### config.mk
export PLATFORM = sky130hd
export DESIGN_NAME = par2ser_shifter
export DESIGN_NICKNAME = d
export VERILOG_FILES = /design/src/rtl/par2ser_pkg.sv /design/src/rtl/shift_reg_lsb.sv /design/src/rtl/par2ser_shifter.sv
export SDC_FILE = /design/constraint.sdc
export NUM_CORES = 1
export LEC_CHECK = 0
export ABC_AREA = 1
export ABC_CLOCK_PERIOD_IN_PS = 850
export CELL_PAD_IN_SITES_DETAIL_PLACEMENT = 2
export CELL_PAD_IN_SITES_GLOBAL_PLACEMENT = 2
export CORE_UTILIZATION = 22
export DETAILED_ROUTE_END_ITERATION = 8
export PLACE_DENSITY = 0.75
export SYNTH_ARGS = -nofsm -noshare
export SYNTH_HDL_FRONTEND = slang
export SYNTH_SLANG_ARGS = --single-unit
### constraint.sdc
create_clock -name clk -period 0.85 [get_ports clk]
set_input_delay 0.085 -clock clk [delete_from_list [all_inputs] [get_ports clk]]
set_output_delay 0.085 -clock clk [all_outputs]
set_load 0.05 [all_outputs]
### src/rtl/par2ser_pkg.sv
`default_nettype none
// ============================================================================
// Module      : par2ser_pkg
// Description : Shared types and constants for the par2ser_shifter block.
// Revision    : 1.0 - initial release
// ============================================================================
package par2ser_pkg;

  // Frame sequencer states; PARITY is reachable only when PAR2SER_PARITY_EN
  // is defined.
  typedef enum logic [1:0] {
    IDLE   = 2'd0,
    SHIFT  = 2'd1,
    PARITY = 2'd2
  } state_t;

  // Default word width.
  localparam int C_DEFAULT_SIZE = 4;

endpackage : par2ser_pkg
`default_nettype wire

### src/rtl/shift_reg_lsb.sv
`default_nettype none
// ============================================================================
// Module      : shift_reg_lsb
// Description : SIZE-bit parallel-load, right-shifting register. q0 exposes
//               the current LSB so the bit can be sent before the shift.
// Revision    : 1.0 - initial release
// ============================================================================
module shift_reg_lsb #(
  parameter int SIZE = 4
) (
  input  logic            clk,
  input  logic            rst,
  input  logic            load,
  input  logic            shift,
  input  logic [SIZE-1:0] d,
  output logic            q0
);

  logic [SIZE-1:0] r_shreg;

  // Load takes priority; a shift moves towards the LSB and back-fills zeros.
  always_ff @(posedge clk or posedge rst) begin
    if (rst) begin
      r_shreg <= '0;
    end else if (load) begin
      r_shreg <= d;
    end else if (shift) begin
      r_shreg <= {1'b0, r_shreg[SIZE-1:1]};
    end
  end

  assign q0 = r_shreg[0];

endmodule : shift_reg_lsb
`default_nettype wire

### src/rtl/par2ser_shifter.sv
`default_nettype none
// ============================================================================
// Module      : par2ser_shifter
// Description : Parallel-to-serial read-out stage. Accepts a SIZE-bit word
//               over valid/ready and emits it LSB first, one bit per ena
//               strobe. Optional feature macro PAR2SER_PARITY_EN appends an
//               even-parity bit to every frame.
// Revision    : 1.0 - initial release
// ============================================================================
module par2ser_shifter
  import par2ser_pkg::*;
#(
  parameter int SIZE  = C_DEFAULT_SIZE,
  parameter int CNT_W = $clog2(SIZE)
) (
  input  logic            clk,
  input  logic            rst,
  input  logic            ena,
  input  logic            in_valid,
  output logic            in_ready,
  input  logic [SIZE-1:0] d,
  output logic            sout,
  output logic            sout_valid,
  output logic            last
);

  localparam logic [CNT_W-1:0] C_LAST_CNT = CNT_W'(SIZE - 1);

  state_t           r_state;
  state_t           w_next_state;
  logic             w_load;
  logic             w_shift;
  logic             w_q0;
  logic [CNT_W-1:0] r_cnt;
  logic             w_cnt_last;

  assign w_cnt_last = (r_cnt == C_LAST_CNT);
  assign in_ready   = (r_state == IDLE);

  shift_reg_lsb #(
    .SIZE (SIZE)
  ) u_shreg (
    .clk   (clk),
    .rst   (rst),
    .load  (w_load),
    .shift (w_shift),
    .d     (d),
    .q0    (w_q0)
  );

`ifdef PAR2SER_PARITY_EN
  logic r_par;

  // Capture the word's even parity at accept time; d is not held afterwards.
  always_ff @(posedge clk or posedge rst) begin
    if (rst) begin
      r_par <= 1'b0;
    end else if (w_load) begin
      r_par <= ^d;
    end
  end
`endif

  // Frame sequencer state register.
  always_ff @(posedge clk or posedge rst) begin
    if (rst) begin
      r_state <= IDLE;
    end else begin
      r_state <= w_next_state;
    end
  end

  // Next state plus load/shift strobes; accept ignores ena, bits need ena.
  always_comb begin
    w_next_state = r_state;
    w_load       = 1'b0;
    w_shift      = 1'b0;
    case (r_state)
      IDLE: begin
        if (in_valid) begin
          w_load       = 1'b1;
          w_next_state = SHIFT;
        end
      end
      SHIFT: begin
        if (ena) begin
          w_shift = 1'b1;
          if (w_cnt_last) begin
`ifdef PAR2SER_PARITY_EN
            w_next_state = PARITY;
`else
            w_next_state = IDLE;
`endif
          end
        end
      end
`ifdef PAR2SER_PARITY_EN
      PARITY: begin
        if (ena) begin
          w_next_state = IDLE;
        end
      end
`endif
      default: begin
        w_next_state = IDLE;
      end
    endcase
  end

  // Bit counter: cleared on accept, advanced with every emitted data bit.
  always_ff @(posedge clk or posedge rst) begin
    if (rst) begin
      r_cnt <= '0;
    end else if (w_load) begin
      r_cnt <= '0;
    end else if (w_shift) begin
      r_cnt <= r_cnt + 1'b1;
    end
  end

  // Serial outputs move only on ena edges; an idle ena slot clears them,
  // which gives the guaranteed gap between frames.
  always_ff @(posedge clk or posedge rst) begin
    if (rst) begin
      sout       <= 1'b0;
      sout_valid <= 1'b0;
      last       <= 1'b0;
    end else if (ena) begin
      case (r_state)
        SHIFT: begin
          sout       <= w_q0;
          sout_valid <= 1'b1;
`ifdef PAR2SER_PARITY_EN
          last       <= 1'b0;
`else
          last       <= w_cnt_last;
`endif
        end
`ifdef PAR2SER_PARITY_EN
        PARITY: begin
          sout       <= r_par;
          sout_valid <= 1'b1;
          last       <= 1'b1;
        end
`endif
        default: begin
          sout       <= 1'b0;
          sout_valid <= 1'b0;
          last       <= 1'b0;
        end
      endcase
    end
  end

endmodule : par2ser_shifter
`default_nettype wire

* Yosys cells after proc, flatten, opt, wreduce, memory -nomap -nowiden
Cells that the tools add are included.
** Word-level totals
- Input port bits :: 8
- Output and inout bits :: 4
- Word-level logic and storage cells :: 30
- Bits in registers :: 11
** Cells by class
- Equal/unequal tests :: 5
- $add $sub $neg :: 1
- Reduce and logical (&&, ||, !) cells :: 3
- Muxes and demuxes :: 15
** Operator list (count)
- 2-bit 2-to-1 mux :: 5
- 4-bit 2-to-1 mux :: 2
- 1-bit 2-to-1 mux :: 7
- 2-bit inequality test (second input constant) :: 3
- 2-bit case mux with 2 select lines :: 1
- 3-bit AND reduction :: 1
- 2-bit by 1-bit adder with 2-bit output (second input constant) :: 1
- 2-bit by 1-bit == test with 1-bit output (second input constant) :: 1
- 2-bit == test (second input constant) :: 1
- 2-bit zero test :: 1
- 2-bit nonzero test :: 1

* Logic depth before layout (Yosys ltp)
- Word-level depth :: 4
- Mapped depth :: 6
- Gate-level depth less buffers :: 6

* By module
Synthesis repeated with hierarchy kept, for this count alone.
** Second synthesis, totals
- Cells, all modules :: 55
- Area, all modules :: 447.9 um^2
** Modules (own cells, without submodules)
- par2ser_shifter :: times used 1, cells each 30, sequential area each 150.1 um^2, area an instance 261.5 um^2
- shift_reg_lsb :: times used 1, cells each 25, sequential area each 100.1 um^2, area an instance 186.4 um^2

* Least setup slack after synthesis
No wires, ideal clock.
- Path type :: register to register
- From :: register r_state[0]
- To :: register u_shreg.r_shreg[1]
- Clock period less this slack :: 1.204 ns
- Data required time :: 0.734 ns
- Buffers on the path :: 0
- Setup slack :: -0.354 ns
- Data arrival time :: 1.087 ns
- Setup time :: 0.116 ns
- Cell stages (with the launch flop) :: 7
- Cell sequence :: dfrtp_1 > inv_1 > nand2_2 > nand2_2 > inv_2 > nand2_1 > nand2_1
** On the way
- Cells in the longest elaborated chain, start to end :: 3
- Elaborated cells between the ends (all ways) :: 6
- Classes of those cells :: eq/ne (1); mux (3); reduce/logical (2)
** Ends and longest elaborated chain
- start, declared :: line par2ser_shifter.sv:29 : state_t r_state;
- start signal, assigned :: line par2ser_shifter.sv:69 : r_state <= w_next_state;
- 2-bit zero test *
- named net in_ready :: line par2ser_shifter.sv:20 : output logic in_ready,
- 1-bit 2-to-1 mux * :: line par2ser_shifter.sv:78 : case (r_state)
- 4-bit 2-to-1 mux / 2-bit nonzero test (equally long branches)
- end signal, assigned :: line shift_reg_lsb.sv:28 : r_shreg <= {1'b0, r_shreg[SIZE-1:1]};
- end, declared :: line shift_reg_lsb.sv:19 : logic [SIZE-1:0] r_shreg;
Mark *: on every way through the listed nets, which the timed path passes. The rest lies on a longest branch.
A chain may end at the register's enable or synchronous reset.

* Worst setup path in the final report
- From :: register r_state[0]
- To :: output port in_ready
** On the way
- Cells in the longest elaborated chain, start to end :: 1
** Ends and longest elaborated chain
- 2-bit zero test :: line par2ser_shifter.sv:38 : assign in_ready = (r_state == IDLE);
- end, declared :: line par2ser_shifter.sv:20
Every way passes these cells.

==> flow_summary.ini <==
[worst_setup_path]
worstPathMaxFanout = 2
path_cells = clkinvlp_4 > buf_6 > buf_12
crit_type = reg -> out
critPathMaxStageDelay_ns = 0.39
critPathLaunchType = flop
reg2regPathDepth = 5
worstPathBufferInverterCount = 3
arrival_ns = 1.01
crit_family = flip-flops
worstPathRequired_ns = 0.76
critical_path_cell_count = 3
worstSetupEndpointType = output pin
critical_path.slowest_cell = dfrtp_2

[synthesis]
yosysTopAreaCell = dfrtp_1
synth_nets = 67
synth.distinct_cells = 11
syn_inst = 58
avgSynthCellArea_um2 = 7.94
synth_top_flop_cell = dfrtp_1
synth_edf_count = 0
yosysMostFrequentCell = nand2_1
synthTopCellsByCount = nand2_1, inv_1, dfrtp_1
ys_warn_count = 0
netlist_area_um2 = 460
synth-seq-area-share = 0.543
ys_async_sr_fraction = 1.00
synth-seq-cells = 10
synthTopCellsByArea = dfrtp_1, nand2_1, inv_1
yosysTopAreaCellShare = 0.543

[sta]
rsz0062_at_grt = true
layout_min_cycle_time_ns = 1.10
report.final.setup_viol = 14
fin_hold_ws_ns = 0.119
worst_pin_slew_ns = 0.246
maxSlewHeadroom = 0.835
setup_tns_ns = -2.16
drv_slew = 0
fmax_mhz = 912
fin_skew_ns = 0.00742
fin_crit_sh = 1.29
finalHoldViolCount = 0
finalWorstSetupSlack_ns = -0.246

[route]
wl_um = 1570
drc = 0
ant_nets = 0
dr.first_iter.drc_count = 2
dr.pass1.iters = 2
vias_per_cell = 4.08
num_vias = 453
wl_per_cell_um = 14.1

[power]
peakVddDrop_uv = 1100
p_leak_nw = 0.400
p_per_area_mw_per_mm2 = 3320

[die]
io_pins = 12
die_w_um = 47.8
fp-row-count = 16
die_area_mm2 = 0.00228
die_y_um = 47.8
coreArea_mm2 = 0.00196
start_util = 0.235

[min_path]
hold_class = in -> async

[placement]
numPortBuffers = 11
hpwl_um = 992
gp_congestion = 0.641
placed_area_um2 = 709
dpl_worst_slack_ns = -0.339

[final_layout]
antennaDiodeCount = 0
final_layout_size_suffix_gt1_frac = 0.393
syn_to_final_growth_pct = 78.8
stdcell_area_um2 = 823
nets = 94
fill_cells = 220
fin_util = 0.420

[cts]
clk_latency_ns = 0.27
cts_made_buffers = 3
root_buffer = clkbuf_4
cts_buffer_depth = 2
cts_tree = done
clk_pin_slew_ns = 0.08
ctsHtreeMaxLevel = 1
cts.sinks = 10

[grt]
grt_pass1_vias = 481
grt_pass1_wl_um = 2200
grtUsageTotal = 0.145
antenna_found_initial = 0
grt_max_degree = 11
overflow = 0

[job]
maxCapViolations = 0

[outcome]
violations = negative setup slack
status = finished with violations
==> metal layers <==
metal / track usage / vias to the layer above / routed length [um] / part of all wire
met5: 0 / - / 0 / 0
met4: 0.0667 / 0 / 22 / 0.014
met3: 0.0340 / 2 / 36 / 0.023
met2: 0.243 / 11 / 814 / 0.52
met1: 0.174 / 217 / 692 / 0.44
li1: - / 223 / - / -
==> layout by cell type, fill, tap and decap left out, drive strengths merged <==
cell type	instances
ha	1
inv	15
clkdlybuf4s50	7
nor2	2
nand2	20
clkbuf	4
o21ai	6
clkinvlp	1
dfrtp	10
o22ai	2
buf	15
a21oi	1
==> final cells by class <==
| class | instances | area [um^2] | area share |
|---|---|---|---|
| clock buffer | 4 | 26.3 | 0.0319 |
| inverter | 16 | 66.3 | 0.0805 |
| multi-input combinational | 32 | 193 | 0.234 |
| sequential | 10 | 255 | 0.310 |
| tap | 27 | 33.8 | 0.0410 |
| timing repair buffer | 22 | 249 | 0.302 |
==> through the flow <==
stage | std cells | total power [mW]
detailed placement | 102 | 2.07
finish | 111 | 2.73
global route | 111 | 2.93
floorplan | 58 | 1.42
global placement | 102 | 2.01
CTS | 110 | 2.67
==> logic make-up after synthesis <==
kind of cell / Yosys count / synth area share
adder cells (fa/ha/maj): 1 / 0.0272
flip-flops: 10 / 0.543
AND/OR/NAND/NOR: 22 / 0.196
AO/OA/AOI/OAI: 9 / 0.103
buffers and inverters: 16 / 0.130
==> path summary, 6_finish.rpt <==
path	from	slack, ns	to
max	r_state[0]$_DFFE_PP0P_	-0.25	in_ready
min in group clk	d[3]	0.43	u_shreg.r_shreg[3]$_DFFE_PP0P_
min reg2reg	u_shreg.r_shreg[0]$_DFFE_PP0P_	0.49	u_shreg.r_shreg[0]$_DFFE_PP0P_
max in group asynchronous	rst	0.61	r_state[0]$_DFFE_PP0P_
max reg2reg	r_state[0]$_DFFE_PP0P_	-0.22	r_state[0]$_DFFE_PP0P_
min	rst	0.12	sout$_DFFE_PP0P_
==> registers in the layout (all words and copies together) (netlist names) <==
name	cells
r_cnt	2
u_shreg.r_shreg	4
r_state	1
sout	1
last	1
sout_valid	1
==> what timing repair did <==
action,in CTS,in global routing
buffers inserted,4,1
hold buffers,0,0
gates resized for setup,13,1
pin swaps,1,1
setup endpoints to repair,14,14
cloned,0,0
==> worst min-delay path: stages <==
cell and delay (ns):
clkdlybuf4s50_1 0.40, inv_1 0.10, buf_12 0.14
==> where the power goes <==
group | switching, mW | total, mW | internal [mW]
clock | 0.182 | 0.364 | 0.182
combinational | 0.806 | 1.54 | 0.730
sequential | 0.153 | 0.832 | 0.679
Power figures use the tool's default switching activity.
